### src/rtl/serial_addsub_n.sv
// -----------------------------------------------------------------------------
// serial_addsub_n
// Bit-serial adder/subtractor. Two WIDTH-bit operands are loaded in parallel
// and folded through one full-adder slice, LSB first, one bit per enabled
// clock. The carry between bit slices is held in a register. The result is
// returned in parallel, together with carry-out and signed-overflow flags.
//
// Optional feature (compile-time macro):
//   SERIAL_ADDSUB_SAT_EN  - when defined, a signed overflow saturates sum to
//                           the most positive or most negative value.
//                           overflow and cout still report the raw condition.
//
// Parameters:
//   WIDTH     operand/result width, 2..32 (default 8)
//
// Ports:
//   clk       in   rising-edge clock
//   reset_n   in   synchronous active-low reset
//   start     in   load operands and begin (accepted in IDLE or DONE)
//   sub       in   0 = a+b, 1 = a-b (sampled with start)
//   a, b      in   operands (sampled with start)
//   shift_en  in   advance one bit this cycle; 0 stalls SHIFT
//   busy      out  high while bits are being processed
//   done      out  one-cycle pulse, result valid
//   sum       out  result, held until the next accepted start
//   cout      out  add: carry out of MSB; sub: 1 = no borrow
//   overflow  out  two's-complement signed overflow
// -----------------------------------------------------------------------------
module serial_addsub_n #(
  parameter int WIDTH = 8
) (
  input  logic             clk,
  input  logic             reset_n,
  input  logic             start,
  input  logic             sub,
  input  logic [WIDTH-1:0] a,
  input  logic [WIDTH-1:0] b,
  input  logic             shift_en,
  output logic             busy,
  output logic             done,
  output logic [WIDTH-1:0] sum,
  output logic             cout,
  output logic             overflow
);

  localparam int CW = $clog2(WIDTH) + 1;

  typedef enum logic [1:0] {
    ST_IDLE  = 2'd0,
    ST_SHIFT = 2'd1,
    ST_DONE  = 2'd2
  } state_t;

  state_t           r_state;
  state_t           w_next;

  logic [WIDTH-1:0] r_a_sr;
  logic [WIDTH-1:0] r_b_sr;
  // Only WIDTH-1 partial bits need storing: the final bit is combined with
  // them directly on the edge that writes sum.
  logic [WIDTH-2:0] r_res;
  logic             r_carry;
  logic [CW-1:0]    r_cnt;

  logic [WIDTH-1:0] r_sum;
  logic             r_cout;
  logic             r_ovf;

  logic             w_load;
  logic             w_step;
  logic             w_last;
  logic             w_s;
  logic             w_c_next;
  logic             w_ovf;
  logic [WIDTH-1:0] w_final;
  logic [WIDTH-1:0] w_sum_next;

  // ---------------------------------------------------------------------------
  // Full-adder slice on the current LSBs
  // ---------------------------------------------------------------------------
  assign w_s      = r_a_sr[0] ^ r_b_sr[0] ^ r_carry;
  assign w_c_next = (r_a_sr[0] & r_b_sr[0]) |
                    (r_a_sr[0] & r_carry)   |
                    (r_b_sr[0] & r_carry);

  assign w_step   = (r_state == ST_SHIFT) && shift_en;
  assign w_last   = w_step && (r_cnt == CW'(WIDTH - 1));

  // New bit enters at the top; after WIDTH steps the LSB of the result has
  // travelled down to bit 0.
  assign w_final  = {w_s, r_res};

  // On the MSB slice, carry in differs from carry out exactly on overflow.
  assign w_ovf    = r_carry ^ w_c_next;

`ifdef SERIAL_ADDSUB_SAT_EN
  // Overflow can only occur when both operand MSBs agree, so A's MSB alone
  // gives the direction (0: positive overflow, 1: negative overflow).
  always_comb begin
    w_sum_next = w_final;
    if (w_ovf) begin
      w_sum_next = r_a_sr[0] ? {1'b1, {(WIDTH-1){1'b0}}}
                             : {1'b0, {(WIDTH-1){1'b1}}};
    end
  end
`else
  assign w_sum_next = w_final;
`endif

  // ---------------------------------------------------------------------------
  // Next-state logic
  // ---------------------------------------------------------------------------
  // NOTE: every signal written here gets a default first so no path can leave
  // it unassigned, which would otherwise infer a latch.
  always_comb begin
    w_next = r_state;
    w_load = 1'b0;
    case (r_state)
      ST_IDLE: begin
        if (start) begin
          w_load = 1'b1;
          w_next = ST_SHIFT;
        end
      end
      ST_SHIFT: begin
        // start is deliberately not looked at here: the operation in flight
        // always runs to completion.
        if (w_last) begin
          w_next = ST_DONE;
        end
      end
      ST_DONE: begin
        if (start) begin
          w_load = 1'b1;
          w_next = ST_SHIFT;
        end else begin
          w_next = ST_IDLE;
        end
      end
      default: begin
        w_next = ST_IDLE;
      end
    endcase
  end

  // ---------------------------------------------------------------------------
  // State and datapath registers
  // ---------------------------------------------------------------------------
  // NOTE: non-blocking assignments throughout, so every register samples the
  // values from before the edge regardless of statement order.
  always_ff @(posedge clk) begin
    if (!reset_n) begin
      r_state <= ST_IDLE;
      r_a_sr  <= '0;
      r_b_sr  <= '0;
      r_res   <= '0;
      r_carry <= 1'b0;
      r_cnt   <= '0;
      r_sum   <= '0;
      r_cout  <= 1'b0;
      r_ovf   <= 1'b0;
    end else begin
      r_state <= w_next;
      if (w_load) begin
        r_a_sr  <= a;
        // Subtraction is a + ~b + 1; the +1 enters as the initial carry.
        r_b_sr  <= sub ? ~b : b;
        r_carry <= sub;
        r_cnt   <= '0;
        r_res   <= '0;
      end else if (w_step) begin
        r_a_sr  <= r_a_sr >> 1;
        r_b_sr  <= r_b_sr >> 1;
        r_carry <= w_c_next;
        r_cnt   <= r_cnt + CW'(1);
        r_res   <= w_final[WIDTH-1:1];
        if (w_last) begin
          r_sum  <= w_sum_next;
          r_cout <= w_c_next;
          r_ovf  <= w_ovf;
        end
      end
    end
  end

  assign busy     = (r_state == ST_SHIFT);
  assign done     = (r_state == ST_DONE);
  assign sum      = r_sum;
  assign cout     = r_cout;
  assign overflow = r_ovf;

endmodule
### config.mk
export PLATFORM = sky130hd
export DESIGN_NAME = serial_addsub_n
export DESIGN_NICKNAME = d
export VERILOG_FILES = /design/src/rtl/serial_addsub_n.sv
export SDC_FILE = /design/constraint.sdc
export NUM_CORES = 1
export LEC_CHECK = 0
export ABC_CLOCK_PERIOD_IN_PS = 1500
export CORE_MARGIN = 5
export CORE_UTILIZATION = 40
export DETAILED_ROUTE_END_ITERATION = 12
export HOLD_SLACK_MARGIN = 0.12
export PLACE_DENSITY_LB_ADDON = 0.1
export SYNTH_ARGS = -nofsm -noshare
export SYNTH_HDL_FRONTEND = slang
export SYNTH_SLANG_ARGS = --single-unit
export TNS_END_PERCENT = 100
### constraint.sdc
create_clock -name clk -period 1.5 [get_ports clk]
set_input_delay 0.225 -clock clk [delete_from_list [all_inputs] [get_ports clk]]
set_output_delay 0.225 -clock clk [all_outputs]
set_load 0.01 [all_outputs]
== Word level (Yosys, flattened, before mapping) ==
Index checks and enable logic that the tools add are counted.
Widths: inputs -> output; s select.

* Register bits: 40
* Input bits: 21
* Output and inout port bits: 12
* Logic and storage cells: 47

* Add/sub/neg operators: 1
* Equal/unequal tests: 5
* Muxes and demuxes: 13
* Bitwise gates (word level): 11
* Reductions and logical operators: 8

{| class="wikitable"
|+ Operator list
! kind !! number
|-
| $mux 8 || 5
|-
| $not 8->8 || 1
|-
| $pmux 2 s3 || 1
|-
| $mux 1 || 5
|-
| $add 4x1->4 const B || 1
|-
| $eq 4x3->1 const B || 1
|-
| $mux 2 || 2
|-
| $reduce_or 2->1 || 2
|-
| $and 1x1->1 || 3
|-
| $reduce_and 3->1 || 1
|-
| $xor 1x1->1 || 3
|-
| $eq 2x1->1 const B || 1
|-
| $eq 2x2->1 const B || 1
|-
| $logic_and 1x1->1 || 2
|-
| $logic_not 2->1 || 1
|-
| $ne 2x1->1 const B || 1
|-
| $ne 2x2->1 const B || 1
|-
| $not 1->1 || 2
|-
| $or 1x1->1 || 2
|-
| $reduce_and 2->1 || 1
|-
| $reduce_bool 2->1 || 1
|}

== Depth between registers and ports, before layout ==
* Depth after elaboration: 5
* Gate-level depth with buffers: 5
* Gate-level depth less buffers: 4

== Worst setup path before layout ==
Ideal clock, no wire load.

* Path type: reg2reg
* From: reg r_a_sr[0]
* To: reg r_ovf, in the netlist overflow
* Library setup time: 0.116 ns
* Arrival time: 1.123 ns
* Data required time: 1.384 ns
* Slack: 0.260 ns
* Cell stages (with the launch flop): 5
* Buffers on the path: 0
* Period minus slack after synthesis: 1.240 ns
* Cells stage by stage: dfxtp_1 fa_1 xnor2_1 nand3_1 o211a_1

* Longest elaborated chain between the ends: 4
* Elaborated cells between the ends (all ways): 5
* Classes of those cells: bitwise (5)

{| class="wikitable"
|+ Ends and longest elaborated chain
! what !! line !! text
|-
| start: declaration || 57 || <nowiki>logic [WIDTH-1:0] r_a_sr;</nowiki>
|-
| start signal: assignment || 172 || <nowiki>r_a_sr <= r_a_sr >> 1;</nowiki>
|-
| $and 1x1->1 (on tied branches) || 82, 83 ||
|-
| $or 1x1->1 (*) || 82 || <nowiki>assign w_c_next = (r_a_sr[0] & r_b_sr[0]) |</nowiki>
|-
| $or 1x1->1 (*) || 83 || <nowiki>(r_a_sr[0] & r_carry) |</nowiki>
|-
| net w_c_next || 73 || <nowiki>logic w_c_next;</nowiki>
|-
| $xor 1x1->1 (*) || 94 || <nowiki>assign w_ovf = r_carry ^ w_c_next;</nowiki>
|-
| end signal: assignment || 180 || <nowiki>r_ovf <= w_ovf;</nowiki>
|-
| end: declaration || 67 || <nowiki>logic r_ovf;</nowiki>
|}

Mark *: on every way through the listed nets, which the timed path passes. The rest lies on a longest branch.
A chain may end at the register's enable or synchronous reset.

== Worst setup path in the final report ==
* From: reg r_sum[7], in the netlist sum[7]
* To: out sum[7]

{| class="wikitable"
|+ RTL lines
! what !! line !! text
|-
| start: declaration || 65 || <nowiki>logic [WIDTH-1:0] r_sum;</nowiki>
|-
| start signal: assignment || 178 || <nowiki>r_sum <= w_sum_next;</nowiki>
|-
| end: declaration || 41 || <nowiki>output logic [WIDTH-1:0] sum,</nowiki>
|}

No word-level cell between the ends.

==> run summary <==
Placed cell area - 2150 um2
H-tree levels - 2
Total iterations of the first detailed-routing run - 4
Yosys warns - 0
Crit start category - register
Nets - 257
Area grow syn2layout - 28.3%
Clock Power Share - 34.1%
Top Metal Used - met4
Internal power - 1.64 mW
Met1 WL - 1.64 mm
Root buffer cell - clkbuf_8
Final wirelength - 3.64 mm
Switch share - 25.0%
Share of layout cells above drive strength 1 - 10.2%
Pin count of the biggest net entering global routing - 20
CP peak stage delay - 540 ps
Final Max Slew Viols - 0
Flops & latches, synth - 40
Critical-path maximum fanout - 2
Worst EP arrival - 1180 ps
Commonest non-fill, non-tap cell in the layout - nand2_1
N_diodes - 0
# IOs - 33
CP bufs+invs - 1
Routed WL per cell - 12.7 um
Resize count post-CTS - 3
Gate power share - 14.0%
Worst Tran Pin Value - 363 ps
Fmax - 712 MHz
NetSw - 0.546 mW
Cts bufs inserted - 5
GRT overflow - 0
Tmin final - 1410 ps
Clk slew on worst S/H paths - 80 ps
Most frequent cells in the layout - nand2_1, dfxtp_1, clkdlybuf4s50_1
Clk sink count - 40
Initial DRC Count - 94
Skew-Pair Late Insertion Delay - 290 ps
DR vias - 1,484
Design area - 2240 um2
GP Congestion - 0.763
RSZ-0062 raised after global routing - false
Top delay family on crit path - buffers and inverters
Seq/Total Area, Yosys - 45.9%
WL met3 - 200 um
Peak VDD IR - 0.500 mV
# Post-CTS Setup Buffers - 0
Critical path class - register to output pin
Total Power - 2.19 mW
Post-DP HPWL - 2.69 mm
Die footprint - 5780 um2
Distinct cell type count after synthesis - 32
Worst path slowest cell - clkdlybuf4s50_1
# rows - 24
Power share of the sequential group - 52.0%
Endpoints failing setup - 0
Total GRT Usage - 13.1%
Worst hold path type - register to register
Pwr dens - 977 nW/um2
Fin. Hold Viols - 0
Max-cap violations - 0
Post-synth top area share - 45.9%
Setup Skew - 3.27 ps
Synth top area cells - dfxtp_1, nand2_1, mux2i_1
CTS tree - done
Leak - 0.800 nW
Hold-fix buffers, CTS - 0
Syn Inst Count - 197
DRC Markers - 0
CP required - 1270 ps
Net count after synthesis - 220
Starting Density - 40.6%
Final period util - 93.7%
Vias in the first global route - 1,368
Mean Syn Cell Area - 8.86 um2
Core Region - 4290 um2
Die width - 76.1 um
Via density - 5.17
Max_slew headroom - 75.7%
Chip height - 76.1 um
Wire length of the first global-routing pass - 6.13 mm
Largest area contributor in the netlist - dfxtp_1
WL met2 - 1.71 mm
Clock Path Buffers - 2
Nature of the critical path endpoint - output pin
Filler instances - 418
Initial antenna violation count - 0
Status - finished, final reports clean
IO Port Bufs - 32
Worst-path cell chain - clkdlybuf4s50_1
Final antenna-violating net count - 0
Mapped cell area - 1750 um2
## registers in the layout, indices dropped and copies added, names as in the netlist
signal / cells
r_a_sr: 8
r_b_sr: 8
sum: 8
r_res: 7
r_cnt: 4
r_state: 2
cout: 1
overflow: 1
r_carry: 1
## power by group through the flow
stage | sequential [mW] | combinational [mW] | clock [mW]
floorplan | 1.16 | 0.186 | 0
global placement | 1.16 | 0.306 | 0
detailed placement | 1.16 | 0.310 | 0
CTS | 1.14 | 0.309 | 0.764
global route | 1.14 | 0.341 | 0.813
finish | 1.14 | 0.306 | 0.745
## final timing paths
check                                from  endpoint  slack [ps]  cells past startpoint
worst max-delay path               sum[7]    sum[7]          90                      1
worst max register to register  r_a_sr[0]  overflow         140                      4
worst min-delay path               sum[6]    sum[6]         460                      2
worst min register to register     sum[6]    sum[6]         460                      2
## cells by family (layout without fill, tap and decap cells)
| logic type | count (synthesis) | after routing | synth area share [%] |
|---|---|---|---|
| AO/OA/AOI/OAI | 31 | 31 | 11.5 |
| AND/OR/NAND/NOR | 90 | 90 | 24.4 |
| flip-flops | 40 | 40 | 45.9 |
| XOR/XNOR | 11 | 11 | 5.52 |
| multiplexers | 9 | 9 | 5.16 |
| buffers and inverters | 14 | 52 | 5.66 |
| adder cells (fa/ha/maj) | 2 | 2 | 1.86 |
## layout make-up
type                    instances  area (um2)  share of cell area (%)
well taps                      52        65.1                    2.91
flip-flops and latches         40         802                    35.8
clock inverters                 1        7.51                   0.335
multi-input cells             143         846                    37.8
repair buffers                 44         433                    19.3
clock buffers                   7        86.3                    3.85
## routing by layer
layer	up-vias	global-route usage [%]
met1	686	15.3
met4	0	7.69
li1	752	-
met2	37	20.7
met3	9	4.26
met5	-	0
## through the flow
| stage | setup WS [ps] | TNS, ps | util, % | hold WS (ps) | std cells |
|---|---|---|---|---|---|
| global route | 21.3 | 0 | 52.2 | 485 | 287 |
| global placement | -15.3 | -79.8 | 50.0 | 442 | 279 |
| finish | 94.6 | 0 | 52.2 | 455 | 287 |
| CTS | 73.2 | 0 | 52.2 | 459 | 287 |
| detailed placement | -49.8 | -457 | 50.0 | 448 | 279 |
| floorplan | 260 | 0 | - | 370 | 197 |
## cells in the mapped netlist
library cell  instances
and2_4                1
buf_2                 7
nor2_1                8
ha_1                  1
dfxtp_1              40
nand3b_2              1
mux2i_1               9
nor2b_1               3
nand4_1               1
buf_6                 1
and2b_1               1
and3b_4               1
o221ai_1              6
nand2_1              45
nand3_1               8
a21boi_0              4
a22oi_1               2
o21ai_0               8
or3_1                 6
o211a_1               1
nor3_1               12
buf_4                 2
clkbuf_1              2
and3_1                1
o311ai_0              1
a21oi_1               9
fa_1                  1
xor2_1                2
buf_8                 2
nand2b_1              1
xnor2_1               9
and4b_2               1
Power figures use the tool's default switching activity.
